===== config.mk =====
export PLATFORM = sky130hd
export DESIGN_NAME = branch_resolver_flat
export DESIGN_NICKNAME = d
export VERILOG_FILES = /design/src/rtl/branch_resolver_if.sv /design/src/rtl/branch_resolver.sv /design/src/flat_wrapper.sv
export SDC_FILE = /design/constraint.sdc
export NUM_CORES = 1
export LEC_CHECK = 0
export ABC_AREA = 1
export BUFFER_PORTS_ARGS = -buffer_cell sky130_fd_sc_hd__buf_2
export CAP_MARGIN = 20
export CORE_MARGIN = 4
export CORE_UTILIZATION = 40
export DETAILED_ROUTE_END_ITERATION = 8
export GPL_TIMING_DRIVEN = 0
export PLACE_DENSITY = 0.66
export RECOVER_POWER = 100
export SLEW_MARGIN = 20
export SYNTH_ARGS = -nofsm -noshare
export SYNTH_HDL_FRONTEND = slang
export SYNTH_SLANG_ARGS = --single-unit

===== constraint.sdc =====
create_clock -name clk -period 6.1 [get_ports clk]
set_clock_uncertainty 0.15 [all_clocks]
set_input_delay 0.61 -clock clk [delete_from_list [all_inputs] [get_ports clk]]
set_output_delay 0.61 -clock clk [all_outputs]
set_load 0.005 [all_outputs]

===== src/rtl/branch_resolver_if.sv =====
// Bundles the ID-side prediction, EX-side outcome and redirect/statistics signals of the branch resolver.
// The pipeline side is the master modport; the resolver is the slave modport.
interface branch_resolver_if #(
  parameter int CNT_W = 16
);
  logic             stall;
  logic             id_valid;
  logic [31:0]      ID_PC;
  logic [31:0]      ID_IR;
  logic             pred_taken;
  logic [31:0]      pred_target;
  logic [31:0]      EX_PC;
  logic             is_jump;
  logic             do_jump;
  logic [31:0]      jump_address;
  logic             jump_test;
  logic [31:0]      redirect_pc;
  logic             flush_id;
  logic [CNT_W-1:0] br_count;
  logic [CNT_W-1:0] mispred_count;
  logic [CNT_W-1:0] taken_count;

  modport master (
    output stall, id_valid, ID_PC, ID_IR, pred_taken, pred_target,
           EX_PC, is_jump, do_jump, jump_address,
    input  jump_test, redirect_pc, flush_id, br_count, mispred_count, taken_count
  );

  modport slave (
    input  stall, id_valid, ID_PC, ID_IR, pred_taken, pred_target,
           EX_PC, is_jump, do_jump, jump_address,
    output jump_test, redirect_pc, flush_id, br_count, mispred_count, taken_count
  );
endinterface


===== src/rtl/branch_resolver.sv =====
// EX-stage branch resolver: carries the ID prediction into EX, flags mispredicts combinationally,
// spends one non-stalled cycle in RECOVER on the squashed slot, and keeps saturating accuracy counters.
module branch_resolver #(
  parameter int         CNT_W  = 16,
  parameter logic [5:0] JMP_OP = 6'b000010,
  parameter logic [5:0] BR_OP  = 6'b111111
) (
  input  logic             clk,
  input  logic             rst,
  branch_resolver_if.slave bus
);

  typedef enum logic {RUN, RECOVER} state_t;

  localparam logic [CNT_W-1:0] CNT_ONE = {{(CNT_W-1){1'b0}}, 1'b1};

  state_t           state;
  state_t           state_nxt;
  logic             rec_valid;
  logic             rec_taken;
  logic [31:0]      rec_pc;
  logic [31:0]      rec_target;
  logic             id_is_br;
  logic             eff_taken;
  logic             res;
  logic             mispredict;
  logic [CNT_W-1:0] br_cnt;
  logic [CNT_W-1:0] mis_cnt;
  logic [CNT_W-1:0] tk_cnt;
  logic [25:0]      unused_ir_low;

  assign unused_ir_low = bus.ID_IR[25:0];
  assign id_is_br      = (bus.ID_IR[31:26] == JMP_OP) || (bus.ID_IR[31:26] == BR_OP);
  // A stale record (PC mismatch) is treated as a not-taken prediction.
  assign eff_taken     = rec_valid & rec_taken & (rec_pc == bus.EX_PC);

  always_ff @(posedge clk or negedge rst) begin
    if (!rst) begin
      rec_valid  <= 1'b0;
      rec_taken  <= 1'b0;
      rec_pc     <= '0;
      rec_target <= '0;
    end else if (!bus.stall) begin
      rec_valid  <= bus.id_valid & ~mispredict & id_is_br;
      rec_taken  <= bus.pred_taken;
      rec_pc     <= bus.ID_PC;
      rec_target <= bus.pred_target;
    end
  end

  always_ff @(posedge clk or negedge rst) begin
    if (!rst) state <= RUN;
    else      state <= state_nxt;
  end

  always_comb begin
    state_nxt  = state;
    res        = 1'b0;
    mispredict = 1'b0;
    case (state)
      RUN: begin
        res        = bus.is_jump & ~bus.stall;
        mispredict = res & ((eff_taken != bus.do_jump) |
                            (eff_taken & bus.do_jump & (rec_target != bus.jump_address)));
        if (mispredict) state_nxt = RECOVER;
      end
      RECOVER: begin
        if (!bus.stall) state_nxt = RUN;
      end
      default: state_nxt = RUN;
    endcase
  end

  always_ff @(posedge clk or negedge rst) begin
    if (!rst) begin
      br_cnt  <= '0;
      mis_cnt <= '0;
      tk_cnt  <= '0;
    end else if (res) begin
      if (br_cnt != '1)                 br_cnt  <= br_cnt + CNT_ONE;
      if (bus.do_jump && tk_cnt != '1)  tk_cnt  <= tk_cnt + CNT_ONE;
      if (mispredict && mis_cnt != '1)  mis_cnt <= mis_cnt + CNT_ONE;
    end
  end

  assign bus.jump_test     = mispredict;
  assign bus.flush_id      = mispredict;
  assign bus.redirect_pc   = bus.do_jump ? bus.jump_address : bus.EX_PC + 32'd4;
  assign bus.br_count      = br_cnt;
  assign bus.mispred_count = mis_cnt;
  assign bus.taken_count   = tk_cnt;

endmodule


===== src/flat_wrapper.sv =====
// flat-port wrapper written by rule: the top's interface ports become plain ports
module branch_resolver_flat 
#(
  parameter int         CNT_W  = 16,
  parameter logic [5:0] JMP_OP = 6'b000010,
  parameter logic [5:0] BR_OP  = 6'b111111
)
  (clk, rst, bus_stall, bus_id_valid, bus_ID_PC, bus_ID_IR, bus_pred_taken, bus_pred_target, bus_EX_PC, bus_is_jump, bus_do_jump, bus_jump_address, bus_jump_test, bus_redirect_pc, bus_flush_id, bus_br_count, bus_mispred_count, bus_taken_count);
  branch_resolver_if #(.CNT_W(CNT_W)) bus_i ();
  input  logic clk;
  input  logic rst;
  input wire logic [$bits(bus_i.stall)-1:0] bus_stall;
  input wire logic [$bits(bus_i.id_valid)-1:0] bus_id_valid;
  input wire logic [$bits(bus_i.ID_PC)-1:0] bus_ID_PC;
  input wire logic [$bits(bus_i.ID_IR)-1:0] bus_ID_IR;
  input wire logic [$bits(bus_i.pred_taken)-1:0] bus_pred_taken;
  input wire logic [$bits(bus_i.pred_target)-1:0] bus_pred_target;
  input wire logic [$bits(bus_i.EX_PC)-1:0] bus_EX_PC;
  input wire logic [$bits(bus_i.is_jump)-1:0] bus_is_jump;
  input wire logic [$bits(bus_i.do_jump)-1:0] bus_do_jump;
  input wire logic [$bits(bus_i.jump_address)-1:0] bus_jump_address;
  output wire logic [$bits(bus_i.jump_test)-1:0] bus_jump_test;
  output wire logic [$bits(bus_i.redirect_pc)-1:0] bus_redirect_pc;
  output wire logic [$bits(bus_i.flush_id)-1:0] bus_flush_id;
  output wire logic [$bits(bus_i.br_count)-1:0] bus_br_count;
  output wire logic [$bits(bus_i.mispred_count)-1:0] bus_mispred_count;
  output wire logic [$bits(bus_i.taken_count)-1:0] bus_taken_count;
  assign bus_i.stall = bus_stall;
  assign bus_i.id_valid = bus_id_valid;
  assign bus_i.ID_PC = bus_ID_PC;
  assign bus_i.ID_IR = bus_ID_IR;
  assign bus_i.pred_taken = bus_pred_taken;
  assign bus_i.pred_target = bus_pred_target;
  assign bus_i.EX_PC = bus_EX_PC;
  assign bus_i.is_jump = bus_is_jump;
  assign bus_i.do_jump = bus_do_jump;
  assign bus_i.jump_address = bus_jump_address;
  assign bus_jump_test = bus_i.jump_test;
  assign bus_redirect_pc = bus_i.redirect_pc;
  assign bus_flush_id = bus_i.flush_id;
  assign bus_br_count = bus_i.br_count;
  assign bus_mispred_count = bus_i.mispred_count;
  assign bus_taken_count = bus_i.taken_count;
  branch_resolver #(.CNT_W(CNT_W), .JMP_OP(JMP_OP), .BR_OP(BR_OP)) u_core (.clk(clk), .rst(rst), .bus(bus_i));
endmodule

Word level (Yosys, flattened, before mapping). Cells that the tools add are included.

Register bits after elaboration: 115. Input bits: 167. Logic and storage cells: 44.

$add $sub $neg: 4. Eq/ne operators: 8. Muxes and demuxes: 6. Bitwise operators: 12. Reduce and logical (&&, ||, !) cells: 6.

Operator list (count): adder 16 x 1 -> 16 bit, second input constant (3); != test 16 bit, second input constant (3); adder 32 x 3 -> 32 bit, second input constant (1); equality test 32 bit (1); two-way mux 32 bit (1); != test 32 bit (1); bitwise AND 1 bit (8); equality test 6 x 2 -> 1 bit, second input constant (1); equality test 6 bit, second input constant (1); AND reduction 2 bit (3); two-way mux 1 bit (4); inverter 1 bit (3); logical AND 1 bit (2); one-hot mux 1 bit (2 select lines) (1); logical OR 1 bit (1); != test 1 bit (1); OR 1 bit (1).

Longest topological paths before layout.
Depth after elaboration: 10. Depth in mapped cells: 15. Mapped depth without buffers: 14.

Least setup slack after synthesis. Ideal clock, no wire load.

Kind: input to output. From: input bus_EX_PC[16]. To: output bus_jump_test. Arrival time: 2005 ps. Data required time: 5340 ps. Slack: 3335 ps. Cell stages on the path: 10. Path buffers: 1. Path through: or2_2 a221oi_1 nand3_1 nor2_1 ha_1 inv_1 nand2_2 nand2_1 inv_1 buf_4.

Word-level cells in the longest chain between the ends: 7. Elaborated cells on any way between the ends: 8. Classes of those cells: eq/ne: 2; mux: 1; bitwise: 5.

Ends and longest elaborated chain: start, declared (RTL line flat_wrapper.sv:18) `input wire logic [$bits(bus_i.EX_PC)-1:0] bus_EX_PC;`; equality test 32 bit * (RTL line branch_resolver.sv:35) `assign eff_taken = rec_valid & rec_taken & (rec_pc == bus.EX_PC);`; bitwise AND 1 bit * (RTL line branch_resolver.sv:35); bitwise AND 1 bit (2 in series) (RTL line branch_resolver.sv:64) `(eff_taken & bus.do_jump & (rec_target != bus.jump_address)));`; OR 1 bit * (RTL line branch_resolver.sv:63) `mispredict = res & ((eff_taken != bus.do_jump) |`; bitwise AND 1 bit * (RTL line branch_resolver.sv:63); two-way mux 1 bit * (RTL line branch_resolver.sv:60) `case (state)`; end, declared (RTL line flat_wrapper.sv:22) `output wire logic [$bits(bus_i.jump_test)-1:0] bus_jump_test;`.

Mark *: on every way between the ends. The rest lies on a longest branch, timed or not.

Worst setup path in the final report.
From: input bus_stall. To: output bus_jump_test.

Word-level cells in the longest chain between the ends: 4.

Ends and longest elaborated chain: start, declared (RTL line flat_wrapper.sv:12) `input wire logic [$bits(bus_i.stall)-1:0] bus_stall;`; inverter 1 bit (RTL line branch_resolver.sv:62) `res = bus.is_jump & ~bus.stall;`; bitwise AND 1 bit (RTL line branch_resolver.sv:62); bitwise AND 1 bit (RTL line branch_resolver.sv:63); two-way mux 1 bit (RTL line branch_resolver.sv:60).

No other way between the ends.

==> impl_summary.md <==
Critical path
Along the worst path, the maximum fanout reaches 10. Tracing the worst setup path back leads to its startpoint at bus_stall. Grouping stages by cell kind, the critical path spends the most delay in buffers and inverters. The delay of the slowest critical-path stage is 0.64 ns. STA classifies the critical path startpoint as a primary input. The critical path is of the in2out type. The worst setup path is captured at an output pin.

The worst setup path endpoint is bus_jump_test. For this design, the slowest cell found on the critical path is sky130_fd_sc_hd__clkinvlp_2. The startpoint identified for the worst register-to-register timing path is u_core.rec_pc[24]. Traced cell by cell, the critical path runs through clkbuf_1 > clkinvlp_2 > nand3_1 > clkinv_1 > nand2_1 > inv_1 > clkbuf_4 > buf_2. Measured in cells, the most critical reg-to-reg path has a length of 11. The setup slack of the worst register-to-register path is 3.05 ns.

Data on the critical path arrives at its endpoint at 2.98 ns. Counting buffers and inverters, the worst setup path is 8 cells deep. For the worst setup path, the data required time is 5.34 ns.

Together, buffers and inverters on the worst path number 6. The endpoint identified for the worst register-to-register timing path is u_core.bus.mispred_count[9].

Placement
Buffers placed on the I/O ports in this run total 221. The routability congestion estimate from global placement is 0.992. Summed over all nets, the half-perimeter wirelength after detailed placement is 20400 µm.

Logic synthesis
The post-synthesis instance area is 7310 µm². The largest area contributor in the netlist is sky130_fd_sc_hd__dfrtp_1. The sequential share of the synthesized area is 39.4%. The number of warnings issued by yosys is 0. The distinct cell type count of the synthesized netlist is 45. In this run, synthesis produced a sequential element count of 115.

In the post-synthesis netlist, the biggest area contributors are sky130_fd_sc_hd__dfrtp_1 (39%), sky130_fd_sc_hd__nand2_1 (23%), sky130_fd_sc_hd__xnor2_1 (5.2%). The synthesized net count is 1201. The post-synthesis instance total is 1029.

For this run, the leading register cell type out of synthesis is sky130_fd_sc_hd__dfrtp_1. In the synthesized netlist the async set-or-reset flop fraction comes to 100%. Yosys mapped a number of flops with a built-in enable equal to 0. Of the post-synthesis cell area, the dominant cell type holds 39.4%. Averaged over all synthesized cells, the footprint is 7.10 µm².

Route
The wire length on met2 is 11500 µm. The via-per-instance ratio is 4.97. The starting DRC count in detailed routing is 487.

The routed layout has 7518 vias. Summed over all layers, the routed wires come to 25300 µm. The uppermost layer routed is met5. For this run, design rule violations remaining after detail routing come to 0.

The count of nets left with antenna violations once routing finished came out at 0. The post-route met1 wirelength is 10900 µm. After detailed routing, the average wire length per cell comes to 16.7 µm.

The first-pass detailed-route iteration total is 5. Detailed routing placed a total of 2160 µm of wire on met3.

Global route
The sum of overflow across all layers after global routing is 0. Entering global routing, the biggest net connects 63 pins. The initial antenna violation count is 3.

The number of global-route vias before repair is 7405. The total routing usage reported by global routing is 24.9%. The first global-routing pass estimated 39300 µm of wire.

STA
The max-slew violation count is 54. The setup violation total in the final timing report is 0. The maximum operating frequency is 267 MHz. The setup TNS is 0 ns. The period utilization is 61.4%. Hold is met by 0.235 ns. The total count of hold-check failures in the final report is 0. The worst slew slack as a fraction of its limit is -108%. Subtracting the final worst setup slack from the clock period gives 3.74 ns.

Setup repair after global routing left no endpoint under its margin. The slew of the pin with the lowest slew margin is 3.12 ns.

Floorplanning
The floorplan die width is 143 µm. The total I/O pin count is 249. The number of standard-cell rows in the floorplan is 49.

The placeable core region is 18000 µm². The die extent in y is 143 µm. The effective utilization at floorplan is 40.7%. The die covers 20500 µm².

Clock network
The number of gates resized after CTS was 0. The clock passes through at most 2 buffers. CTS saw 115 sinks.

The root buffer selected by CTS is sky130_fd_sc_hd__clkbuf_16. TritonCTS built the clock tree. The post-CTS setup buffer count is 0. At the later pin of the worst-skew pair, clock insertion delay measures 0.42 ns.

The clock slew at the register clock pins of the worst setup and hold paths is 0.06 ns. Buffers inserted to repair hold after CTS numbered 0. Clock tree synthesis inserted a total of 17 buffers.

The H-tree was split into 4 levels.

Final layout
The library cells used most frequently in the layout, excluding fill and tap cells, are sky130_fd_sc_hd__nand2_1 (443), sky130_fd_sc_hd__buf_2 (174), sky130_fd_sc_hd__dfrtp_1 (115). The most common cell after layout, fill and taps aside is sky130_fd_sc_hd__nand2_1. Cells with a size suffix above 1 make up 17.7% of the layout.

At the end of the flow, the number of nets in the layout was 1442. The area growth from synthesis to layout is 25.2%.

Pwr
IR analysis of the VDD net gives a maximum drop of 0.189 mV. The cell area power density is 261 nW/µm². Summed over all cells, the static leakage comes to 4.69 nW.

Outcome
The run finished, with violations left. The final reports fail on capacitance limit, slew limit.

Worst hold path
The startpoint identified for the worst hold timing path is bus_ID_PC[12]. The tightest min-delay check is of the in2reg type.

Job
The tool flagged a number of max-cap violations equal to 1.
area by class of cell:
class                           instances  area, µm²
Clock buffer                           22        464
Sequential cell                       115       2880
Clock inverter                          9        106
Buffer                                 27        108
Inverter                               96        362
Multi-Input combinational cell        791       3870
Antenna cell                            3       7.51
Tap cell                              229        287
Fill cell                            1871       8810
Timing Repair Buffer                  222       1070
metal layers:
metal / vias to the layer above / GRT usage, %
li1: 3756 / -
met1: 3419 / 32.8
met2: 289 / 39.0
met3: 50 / 6.76
met4: 4 / 9.95
met5: - / 0
how the worst min path moves through the flow:
| stage | endpoint | cells after the start |
|---|---|---|
| 5_1_grt | u_core.rec_pc[12] | 3 |
| 2_1_floorplan | u_core.bus.br_count[0] | 0 |
| 3_3_place_gp | u_core.rec_target[7] | 2 |
| 3_5_place_dp | u_core.rec_target[2] | 2 |
| 4_1_cts | u_core.rec_pc[19] | 1 |
| 6_report | u_core.rec_pc[12] | 3 |
cell usage after synthesis, types with 5 or more instances:
cell type / instances
sky130_fd_sc_hd__o22ai_1: 6
sky130_fd_sc_hd__inv_1: 87
sky130_fd_sc_hd__clkbuf_1: 20
sky130_fd_sc_hd__o21ai_1: 11
sky130_fd_sc_hd__xnor2_1: 43
sky130_fd_sc_hd__nor2_2: 5
sky130_fd_sc_hd__nor2_1: 60
sky130_fd_sc_hd__nand3_1: 26
sky130_fd_sc_hd__nand4_1: 31
sky130_fd_sc_hd__nand2_2: 5
sky130_fd_sc_hd__ha_1: 5
sky130_fd_sc_hd__xor2_1: 42
sky130_fd_sc_hd__inv_2: 7
sky130_fd_sc_hd__nor4_1: 12
sky130_fd_sc_hd__dfrtp_1: 115
sky130_fd_sc_hd__o21ai_0: 38
sky130_fd_sc_hd__nand2_1: 441
sky130_fd_sc_hd__nor3_1: 22
kinds of logic after synthesis:
logic type | Yosys count | synth area share [%]
simple gates | 626 | 37.0
xor+xnor | 85 | 10.2
flops | 115 | 39.4
fa+ha+maj | 5 | 0.856
compound gates | 75 | 6.01
buf+inv | 123 | 6.61
worst register-to-register path: stages, from the launching register on:
cell and delay [ns]:
sky130_fd_sc_hd__dfrtp_1 0.40, sky130_fd_sc_hd__or2_2 0.28, sky130_fd_sc_hd__a221oi_1 0.41, sky130_fd_sc_hd__nand3_1 0.15, sky130_fd_sc_hd__nor2_1 0.24, sky130_fd_sc_hd__ha_1 0.27
sky130_fd_sc_hd__inv_1 0.07, sky130_fd_sc_hd__nand2_2 0.15, sky130_fd_sc_hd__nand3_1 0.26, sky130_fd_sc_hd__clkbuf_1 0.42, sky130_fd_sc_hd__nand2_1 0.11, sky130_fd_sc_hd__nand2_1 0.08
sequential cells by signal, indices dropped and copies added, names as in the netlist:
signal and flops:
u_core.bus.mispred_count 16, u_core.bus.taken_count 16, u_core.rec_pc 32, u_core.rec_target 32
u_core.rec_taken 1, u_core.rec_valid 1, u_core.bus.br_count 16, u_core.state 1
where the power goes:
| group | switching [W] | internal (W) |
|---|---|---|
| logic | 0.000286 | 0.000182 |
| registers | 0.0000880 | 0.000851 |
| clock network | 0.000360 | 0.000618 |
metrics by stage:
step                      setup slack, ns  power, W  cells  area, µm²  utilization [%]
after floorplan                      3.33   0.00120   1029       7310                -
after global placement               2.54   0.00143   1479       8700             48.5
after detailed placement             2.47   0.00144   1480       8740             48.6
after CTS                            2.41   0.00242   1511       9310             51.8
after global routing                 2.11   0.00252   1512       9150             50.9
final                                2.36   0.00239   1514       9150             51.0
No activity file was read; power rests on OpenSTA's default activity.
